--- src/rtl/jt08_wr_sched.sv ---
// ----------------------------------------------------------------------------
// jt08_wr_sched -- write scheduler for the YM2608 core bus.
//
// Host register writes {bank, reg, data} are queued in a FIFO and replayed
// as an address strobe followed by a data strobe on opna_cs_n/opna_wr_n/
// opna_addr/opna_din. After each strobe the bus is held idle for the chip's
// post-write wait time, counted in cen ticks. Because of this the host never
// has to poll the chip's busy flag.
//
// Ports:
//   clk, rst_n        system clock, asynchronous active-low reset
//   cen               chip clock enable; all strobe and gap timing counts cen ticks
//   flush             discard queued entries (the in-flight write completes)
//   req_valid/ready   host write handshake; req_ready = FIFO not full
//   req_bank/reg/data write entry: bank 0 selects ports 0/1, bank 1 ports 2/3
//   level             FIFO occupancy
//   busy              FIFO non-empty or a write still on the bus
//   opna_cs_n/wr_n    registered strobes to the core (they always move together)
//   opna_addr         registered {bank, phase}; phase 0 = address, 1 = data
//   opna_din          registered register index or register value
// ----------------------------------------------------------------------------
module jt08_wr_sched #(
    parameter int AW       = 4,
    parameter int WR_PULSE = 2,
    parameter int ADDR_GAP = 17,
    parameter int DATA_GAP = 83
) (
    input  logic          clk,
    input  logic          rst_n,
    input  logic          cen,
    input  logic          flush,
    input  logic          req_valid,
    output logic          req_ready,
    input  logic          req_bank,
    input  logic [7:0]    req_reg,
    input  logic [7:0]    req_data,
    output logic [AW:0]   level,
    output logic          busy,
    output logic          opna_cs_n,
    output logic          opna_wr_n,
    output logic [1:0]    opna_addr,
    output logic [7:0]    opna_din
);

    localparam int DEPTH = 1 << AW;
    localparam int MAX_A = (ADDR_GAP > WR_PULSE) ? ADDR_GAP : WR_PULSE;
    localparam int MAX_N = (DATA_GAP > MAX_A) ? DATA_GAP : MAX_A;
    localparam int CW    = (MAX_N > 1) ? $clog2(MAX_N) : 1;

    localparam logic [AW:0]   FULL_LVL = (AW+1)'(DEPTH);
    localparam logic [CW-1:0] PULSE_LD = CW'(WR_PULSE - 1);
    localparam logic [CW-1:0] AGAP_LD  = CW'(ADDR_GAP - 1);
    localparam logic [CW-1:0] DGAP_LD  = CW'(DATA_GAP - 1);

    typedef enum logic [2:0] {
        S_IDLE,
        S_A_STB,
        S_A_GAP,
        S_D_STB,
        S_D_GAP
    } state_t;

    // Entry layout: [16] bank, [15:8] register index, [7:0] register value.
    logic [16:0]   mem_q [DEPTH];
    logic [AW-1:0] wr_ptr_q, wr_ptr_d;
    logic [AW-1:0] rd_ptr_q, rd_ptr_d;
    logic [AW:0]   level_q, level_d;
    logic          empty, full, push, pop;

    state_t        state_q, state_d;
    logic [CW-1:0] cnt_q, cnt_d;
    logic [16:0]   cur_q, cur_d;

    logic          cs_n_q, cs_n_d;
    logic [1:0]    addr_q, addr_d;
    logic [7:0]    din_q, din_d;
    logic          busy_q, busy_d;

    assign empty     = (level_q == '0);
    assign full      = (level_q == FULL_LVL);
    assign req_ready = ~full;
    // A push coinciding with flush is discarded. A flush seen in IDLE also
    // holds off the pop, so no new write starts from a queue being cleared.
    assign push      = req_valid & ~full & ~flush;
    assign pop       = (state_q == S_IDLE) & ~empty & ~flush;

    // FIFO pointers and occupancy.
    // NOTE: every always_comb output gets a default first so no latch is inferred.
    always_comb begin
        wr_ptr_d = wr_ptr_q;
        rd_ptr_d = rd_ptr_q;
        level_d  = level_q;
        if (flush) begin
            rd_ptr_d = wr_ptr_q;
            level_d  = '0;
        end else begin
            if (push) wr_ptr_d = wr_ptr_q + AW'(1);
            if (pop)  rd_ptr_d = rd_ptr_q + AW'(1);
            case ({push, pop})
                2'b10:   level_d = level_q + (AW+1)'(1);
                2'b01:   level_d = level_q - (AW+1)'(1);
                default: level_d = level_q;
            endcase
        end
    end

    // Strobe sequencer: every non-idle state holds for (load+1) cen ticks.
    always_comb begin
        state_d = state_q;
        cnt_d   = cnt_q;
        cur_d   = cur_q;
        if (state_q != S_IDLE && cen && cnt_q != '0) begin
            cnt_d = cnt_q - CW'(1);
        end
        case (state_q)
            S_IDLE: begin
                if (pop) begin
                    state_d = S_A_STB;
                    cnt_d   = PULSE_LD;
                    cur_d   = mem_q[rd_ptr_q];
                end
            end
            S_A_STB: begin
                if (cen && cnt_q == '0) begin
                    state_d = S_A_GAP;
                    cnt_d   = AGAP_LD;
                end
            end
            S_A_GAP: begin
                if (cen && cnt_q == '0) begin
                    state_d = S_D_STB;
                    cnt_d   = PULSE_LD;
                end
            end
            S_D_STB: begin
                if (cen && cnt_q == '0) begin
                    state_d = S_D_GAP;
                    cnt_d   = DGAP_LD;
                end
            end
            S_D_GAP: begin
                if (cen && cnt_q == '0) begin
                    state_d = S_IDLE;
                    cnt_d   = '0;
                end
            end
            default: begin
                state_d = S_IDLE;
                cnt_d   = '0;
            end
        endcase
    end

    // Bus outputs follow the current state one clk later; addr/din keep
    // their last value through the gaps and IDLE.
    always_comb begin
        cs_n_d = 1'b1;
        addr_d = addr_q;
        din_d  = din_q;
        case (state_q)
            S_A_STB: begin
                cs_n_d = 1'b0;
                addr_d = {cur_q[16], 1'b0};
                din_d  = cur_q[15:8];
            end
            S_D_STB: begin
                cs_n_d = 1'b0;
                addr_d = {cur_q[16], 1'b1};
                din_d  = cur_q[7:0];
            end
            default: ;
        endcase
        // The extra state_q term keeps busy high until the final strobe
        // edge has actually reached the registered bus outputs.
        busy_d = (level_d != '0) | (state_d != S_IDLE) | (state_q != S_IDLE);
    end

    // NOTE: state registers use non-blocking assignments so every flop samples
    // pre-edge values regardless of block ordering.
    always_ff @(posedge clk or negedge rst_n) begin
        if (!rst_n) begin
            wr_ptr_q <= '0;
            rd_ptr_q <= '0;
            level_q  <= '0;
            state_q  <= S_IDLE;
            cnt_q    <= '0;
            cur_q    <= '0;
            cs_n_q   <= 1'b1;
            addr_q   <= '0;
            din_q    <= '0;
            busy_q   <= 1'b0;
        end else begin
            wr_ptr_q <= wr_ptr_d;
            rd_ptr_q <= rd_ptr_d;
            level_q  <= level_d;
            state_q  <= state_d;
            cnt_q    <= cnt_d;
            cur_q    <= cur_d;
            cs_n_q   <= cs_n_d;
            addr_q   <= addr_d;
            din_q    <= din_d;
            busy_q   <= busy_d;
        end
    end

    // NOTE: the storage array has no reset; an entry is only read after a
    // push has written it, so reset muxes on it would buy nothing.
    always_ff @(posedge clk) begin
        if (push) mem_q[wr_ptr_q] <= {req_bank, req_reg, req_data};
    end

    assign level     = level_q;
    assign busy      = busy_q;
    assign opna_cs_n = cs_n_q;
    assign opna_wr_n = cs_n_q;
    assign opna_addr = addr_q;
    assign opna_din  = din_q;

endmodule

--- config.mk ---
export PLATFORM = sky130hd
export DESIGN_NAME = jt08_wr_sched
export DESIGN_NICKNAME = d
export VERILOG_FILES = /design/src/rtl/jt08_wr_sched.sv
export SDC_FILE = /design/constraint.sdc
export NUM_CORES = 1
export LEC_CHECK = 0
export BUFFER_PORTS_ARGS = -buffer_cell sky130_fd_sc_hd__clkbuf_2
export CELL_PAD_IN_SITES_DETAIL_PLACEMENT = 0
export CELL_PAD_IN_SITES_GLOBAL_PLACEMENT = 1
export CORE_MARGIN = 2
export CORE_UTILIZATION = 49
export CTS_BUF_LIST = sky130_fd_sc_hd__clkbuf_16
export DETAILED_ROUTE_END_ITERATION = 7
export GPL_TIMING_DRIVEN = 1
export PLACE_DENSITY = 0.88
export SYNTH_ARGS = -nofsm -noshare
export SYNTH_HDL_FRONTEND = slang
export SYNTH_SLANG_ARGS = --single-unit
--- constraint.sdc ---
create_clock -name clk -period 3.1 [get_ports clk]
set_clock_uncertainty 0.1 [all_clocks]
set_input_delay 0.155 -clock clk [delete_from_list [all_inputs] [get_ports clk]]
set_output_delay 0.155 -clock clk [all_outputs]
set_load 0.01 [all_outputs]
* Word-level counts from Yosys, hierarchy flattened
Memory sizes are Yosys's and may differ from the RTL's. A register that Yosys moved wholly into a read port is not among the register bits.
Cells that the tools add are included.
** Word-level totals
- Bits in registers :: 35
- Bits in writable memories :: 272
- Output and inout bits :: 19
- Logic and storage cells :: 69
- Memories :: 1
** Operators by class
- Add/subtract/negate cells :: 5
- Equality and inequality tests :: 7
- Muxes and demuxes :: 22
- Bitwise logic cells :: 9
- Reduce and logical (&&, ||, !) cells :: 16
** Memories
- mem_q :: depth 16, bits a word 17, read ports 1, clocked after Yosys merged registers in 1, wr ports 1, line 64 : logic [16:0] mem_q [DEPTH];
** Operators by type and width (number)
- $mux 7 :: 6
- $pmux 7 s5 :: 1
- $pmux 8 s2 :: 1
- $mux 3 :: 5
- $pmux 3 s5 :: 1
- $pmux 5 s2 :: 1
- $add 4x1->4 const B :: 2
- $mux 4 :: 2
- $logic_not 7->1 :: 1
- $reduce_bool 7->1 :: 1
- $sub 7x1->7 const B :: 1
- $eq 3x2->1 const B :: 2
- $reduce_bool 3->1 :: 2
- $add 5x1->5 const B :: 1
- $eq 5x5->1 const B :: 1
- $logic_not 5->1 :: 1
- $mux 5 :: 1
- $reduce_bool 5->1 :: 1
- $sub 5x1->5 const B :: 1
- $and 1x1->1 :: 4
- $pmux 2 s2 :: 1
- $reduce_and 2->1 :: 2
- $reduce_bool 2->1 :: 2
- $eq 3x1->1 const B :: 1
- other kinds (10) :: 17

* Depth between registers and ports, before layout
- Word-level depth :: 10
- Gate-level depth with buffers :: 12
- Mapped depth without buffers :: 10

* Least setup slack after synthesis
No wires, ideal clock.
- Path kind :: register -> register
- Start :: register level_q[2] (netlist: level[2])
- End :: memory mem_q[3][0], enable pin
- Setup time :: 0.412 ns
- Arrival :: 2.615 ns
- Data required time :: 2.588 ns
- Path slack :: -0.028 ns
- Stages on the path, launching flop included :: 6
- Path buffers :: 1
- Path through :: dfrtp_1 clkbuf_1 nor4_1 a21oi_1 nand2_1 nor3_1
** Between the ends
- Longest elaborated chain between the ends :: 6
** Ends and longest elaborated chain
- start: declaration :: line 67 : logic [AW:0] level_q, level_d;
- start signal: assignment :: line 195 : level_q <= level_d;
- $eq 5x5->1 :: line 80 : assign full = (level_q == FULL_LVL);
- $not 1->1 :: line 84 : assign push = req_valid & ~full & ~flush;
- $and 1x1->1 (2 in a row) :: line 84
- $mux 1 :: line 209 : if (push) mem_q[wr_ptr_q] <= {req_bank, req_reg, req_data};
- $mux 1 (not written as such) :: line 209
- end: declaration :: line 64
No other way between the ends.

* Worst setup path in the final report
- Start :: register level_q[0] (netlist: level[0])
- End :: register busy_q (netlist: busy)
** Between the ends
- Longest elaborated chain between the ends :: 10
** Ends and longest elaborated chain
- $eq 5x5->1 or $logic_not 5->1 (tied branches) :: line 80, 79
- $not 1->1 (on tied branches) :: line 84, 85
- $and 1x1->1 (on tied branches) (2 in a row) :: line 84, 85
- $eq 2x1->1 or $eq 2x2->1 (tied branches) :: line 99 : case ({push, pop})
- $pmux 5 s2 :: line 99
- $mux 5 :: line 93 : if (flush) begin
- $reduce_bool 5->1 :: line 175 : busy_d = (level_d != '0) | (state_d != S_IDLE) | (state_q != S_IDLE);
- $or 1x1->1 * (2 in a row) :: line 175
- net busy_d :: line 77 : logic busy_q, busy_d;
- end signal: assignment :: line 202 : busy_q <= busy_d;
- end: declaration :: line 77
Mark *: on every way through the listed nets, which the timed path passes. The rest lies on a longest branch.
A chain may end at the register's enable or synchronous reset.

==> results.cfg <==
[grt]
grt_max_degree = 35
grt_pass1_vias = 7019
top_usage_layer = met2
grt_usage = 0.201
grt_antenna_before_repair = 1
grt_use_met2 = 0.324
grt_first_pass_wirelength_mm = 42.1
gr-usage-met1 = 0.286
grt.met3_usage = 0.0369
overflow = 0

[status]
status = finished with violations
violations = DRC

[synth]
synth_top_family_by_area = multiplexers
synth_area_leaders = edfxtp_1, mux4_2, dfrtp_1
synth_adder_area_share = 0.00957
synth_area_per_cell_um2 = 18.7
yosysMostFrequentCell = edfxtp_1
synth_edf_count = 272
synth_top_area_cell = edfxtp_1
ys_warn_count = 0
yosys.area_share.simple = 0.0431
syn-cell-area_um2 = 13100
netlist_instances = 700
synth_ff_type = edfxtp_1
ys_seq_elements = 324
synthArstFlopShare = 0.160
synth_top_area_frac = 0.625
seq_area_frac_synth = 0.724
synth.distinct_cells = 55
synth_nets = 732
synth_common_cells = edfxtp_1, mux4_2, dfrtp_1
synth-compound-area-share = 0.0400
synth-xor-area-share = 0.00871
synth_mux_area_frac = 0.155

[sta]
setup_violations = 0
rsz0062_at_grt = false
slew_headroom = 0.380
period_needed_ns = 2.84
final_hold_viol_count = 0
finalCritPeriodShare = 0.917
hold_ws_ns = 0.0785
worst_slew_pin_slew_ns = 0.925
slew_violations = 0
fmax_mhz = 352
tns_ns = 0

[worst_hold_path]
hold_path.class = input port to register
holdPathEnd = wr_ptr_q[0]
whs_path_depth = 5
hp-start = req_valid

[worst_setup_path]
worstSetupEndpointType = register
cp_cell_sequence = or4_4 > o21ai_2 > inv_2 > ha_2 > xor2_1 > ha_1 > a21oi_1 > mux2i_1 > xor2_1 > o211ai_1
worstSetupStartpointType = register
ff2ff_path_depth = 10
worst_ep_required_time_ns = 3.38
r2r_end = busy
critical_path.startpoint = level[0]
arrival_ns = 3.12
regToRegSetupSlack_ns = 0.26
worstSetupPathType = register to register
timing.rr.start = level[0]
critPathSlowestCell = or4_4
cp_max_fo = 9
cp_common_cell = xor2_1
crit_path_max_incr_delay_ns = 0.58

[clock_network]
clock_latency_ns = 0.52
clk_pin_slew_worst_paths_ns = 0.06
cts_root_buf = clkbuf_16
cts_inserted_buffers = 34
htree_levels = 2
post_cts_buffers = 0
cts_sinks = 324
cts_tree = yes
clockBufferDepth = 3

[route]
num_vias = 6763
drtIter0Drc = 695
avgViaCountPerCell = 5.88
totalWireLength_mm = 27.3
dr.pass1.iters = 7
ant_nets = 0
wl_per_cell_um = 23.7
drc = 3

[power_and_ir_drop]
finalPower_uw = 12900
power_leakage_uw = 0.00527
ir_drop_mv = 0.568
power_density_nw_per_um2 = 846

[finish]
fillers = 1936
synthToLayoutAreaGrowth_pct = 16.3
postLayoutCellArea_um2 = 15200
fin_nets = 820
drive_above_1_share = 0.294
utilization = 0.582

[die]
dieWidth_um = 167
rows = 59
num_io_pins = 41
core_area_um2 = 26100
die_h_um = 167
start_util = 0.500
die_area_um2 = 28000

[placement]
placed_area_um2 = 13900
io_buffers = 40
hpwl_mm = 15.6
gp_congestion = 0.777

[run]
maxCapViolations = 0
routing by layer:
metal,up-vias,wire [µm]
met1,3455,11300
li1,2975,-
met3,42,2190
met4,0,529
met2,291,13300
met5,-,0
worst max path at each step:
stage / to / slack, ns / depth (start not counted)
floorplan: mem_q[0][0] / 0.02 / 5
global route: level[4] / 0.09 / 11
CTS: busy / 0.16 / 10
global placement: busy / 0.20 / 10
detailed placement: busy / 0.18 / 10
finish: busy / 0.26 / 10
state kept, by name, indices dropped and copies added (netlist names), 2 cells and up:
signal,flops
level,5
cur_q,17
cnt_q,7
opna_din,8
rd_ptr_q,4
state_q,3
wr_ptr_q,4
mem_q,272
opna_addr,2
cell usage in the layout, fill, tap and decap left out, drive strengths merged, types with 2 or more instances in the layout:
master	count
edfxtp	272
clkbuf	74
mux4	68
dfrtp	51
mux2i	45
nand2	45
buf	34
o21ai	28
nor2	28
dlygate4sd3	20
inv	18
o221ai	17
clkinv	15
xor2	10
ha	10
a21oi	9
nor3	8
nand3	6
nor2b	5
nand2b	5
mux2	4
o211ai	4
bufinv	4
nor4	3
nand4	3
xnor2	3
o2111ai	2
and3b	2
clkinvlp	2
or4	2
nor4b	2
nor3b	2
where the power goes:
part / leakage (µW) / internal [µW] / switching (µW) / total (µW)
Clock: 0.000576 / 2380 / 1680 / 4060
Combinational: 0.00159 / 1510 / 1590 / 3100
Sequential: 0.00310 / 5190 / 508 / 5700
Total: 0.00527 / 9080 / 3780 / 12900
final cells by class:
| class | count | area, µm² | area share |
|---|---|---|---|
| clock inverters | 28 | 295 | 0.0194 |
| flip-flops and latches | 324 | 9480 | 0.623 |
| multi-input cells | 323 | 3410 | 0.224 |
| repair buffers | 94 | 706 | 0.0464 |
| clock buffers | 34 | 851 | 0.0560 |
| inverters | 11 | 41.3 | 0.00272 |
| diodes | 1 | 2.50 | 0.000165 |
| well taps | 335 | 419 | 0.0276 |
repair_timing:
action                                 CTS  global route
setup endpoints to repair                0             1
gates resized for setup                  0             1
hold buffers                            20             0
endpoints found under the hold margin  309             0
worst max-delay path, delay by kind of cell (launching register included):
family	cells	cell delay, ns
simple gates	1	0.58
xor+xnor	2	0.38
fa+ha+maj	2	0.46
buf+inv	1	0.08
mux	1	0.23
flops	1	0.45
compound gates	3	0.43
per-stage QoR:
stage | cells | setup WS [ns]
2_1_floorplan | 700 | 0.0160
3_3_place_gp | 1067 | 0.200
3_5_place_dp | 1067 | 0.182
4_1_cts | 1149 | 0.156
5_1_grt | 1150 | 0.0861
6_report | 1150 | 0.258
logic make-up (layout without fill, tap and decap cells):
logic type                 count (synthesis)  count (layout)
DFF                                      324             324
muxes                                    117             117
and+or+nand+nor                          114             114
AOI/OAI and AO/OA                         69              69
buffers and inverters                     53             167
xor gates and xnor gates                  13              13
adders and majority gates                 10              10
other                                      0               1
Note: power is estimated with default switching activity, not from simulation.
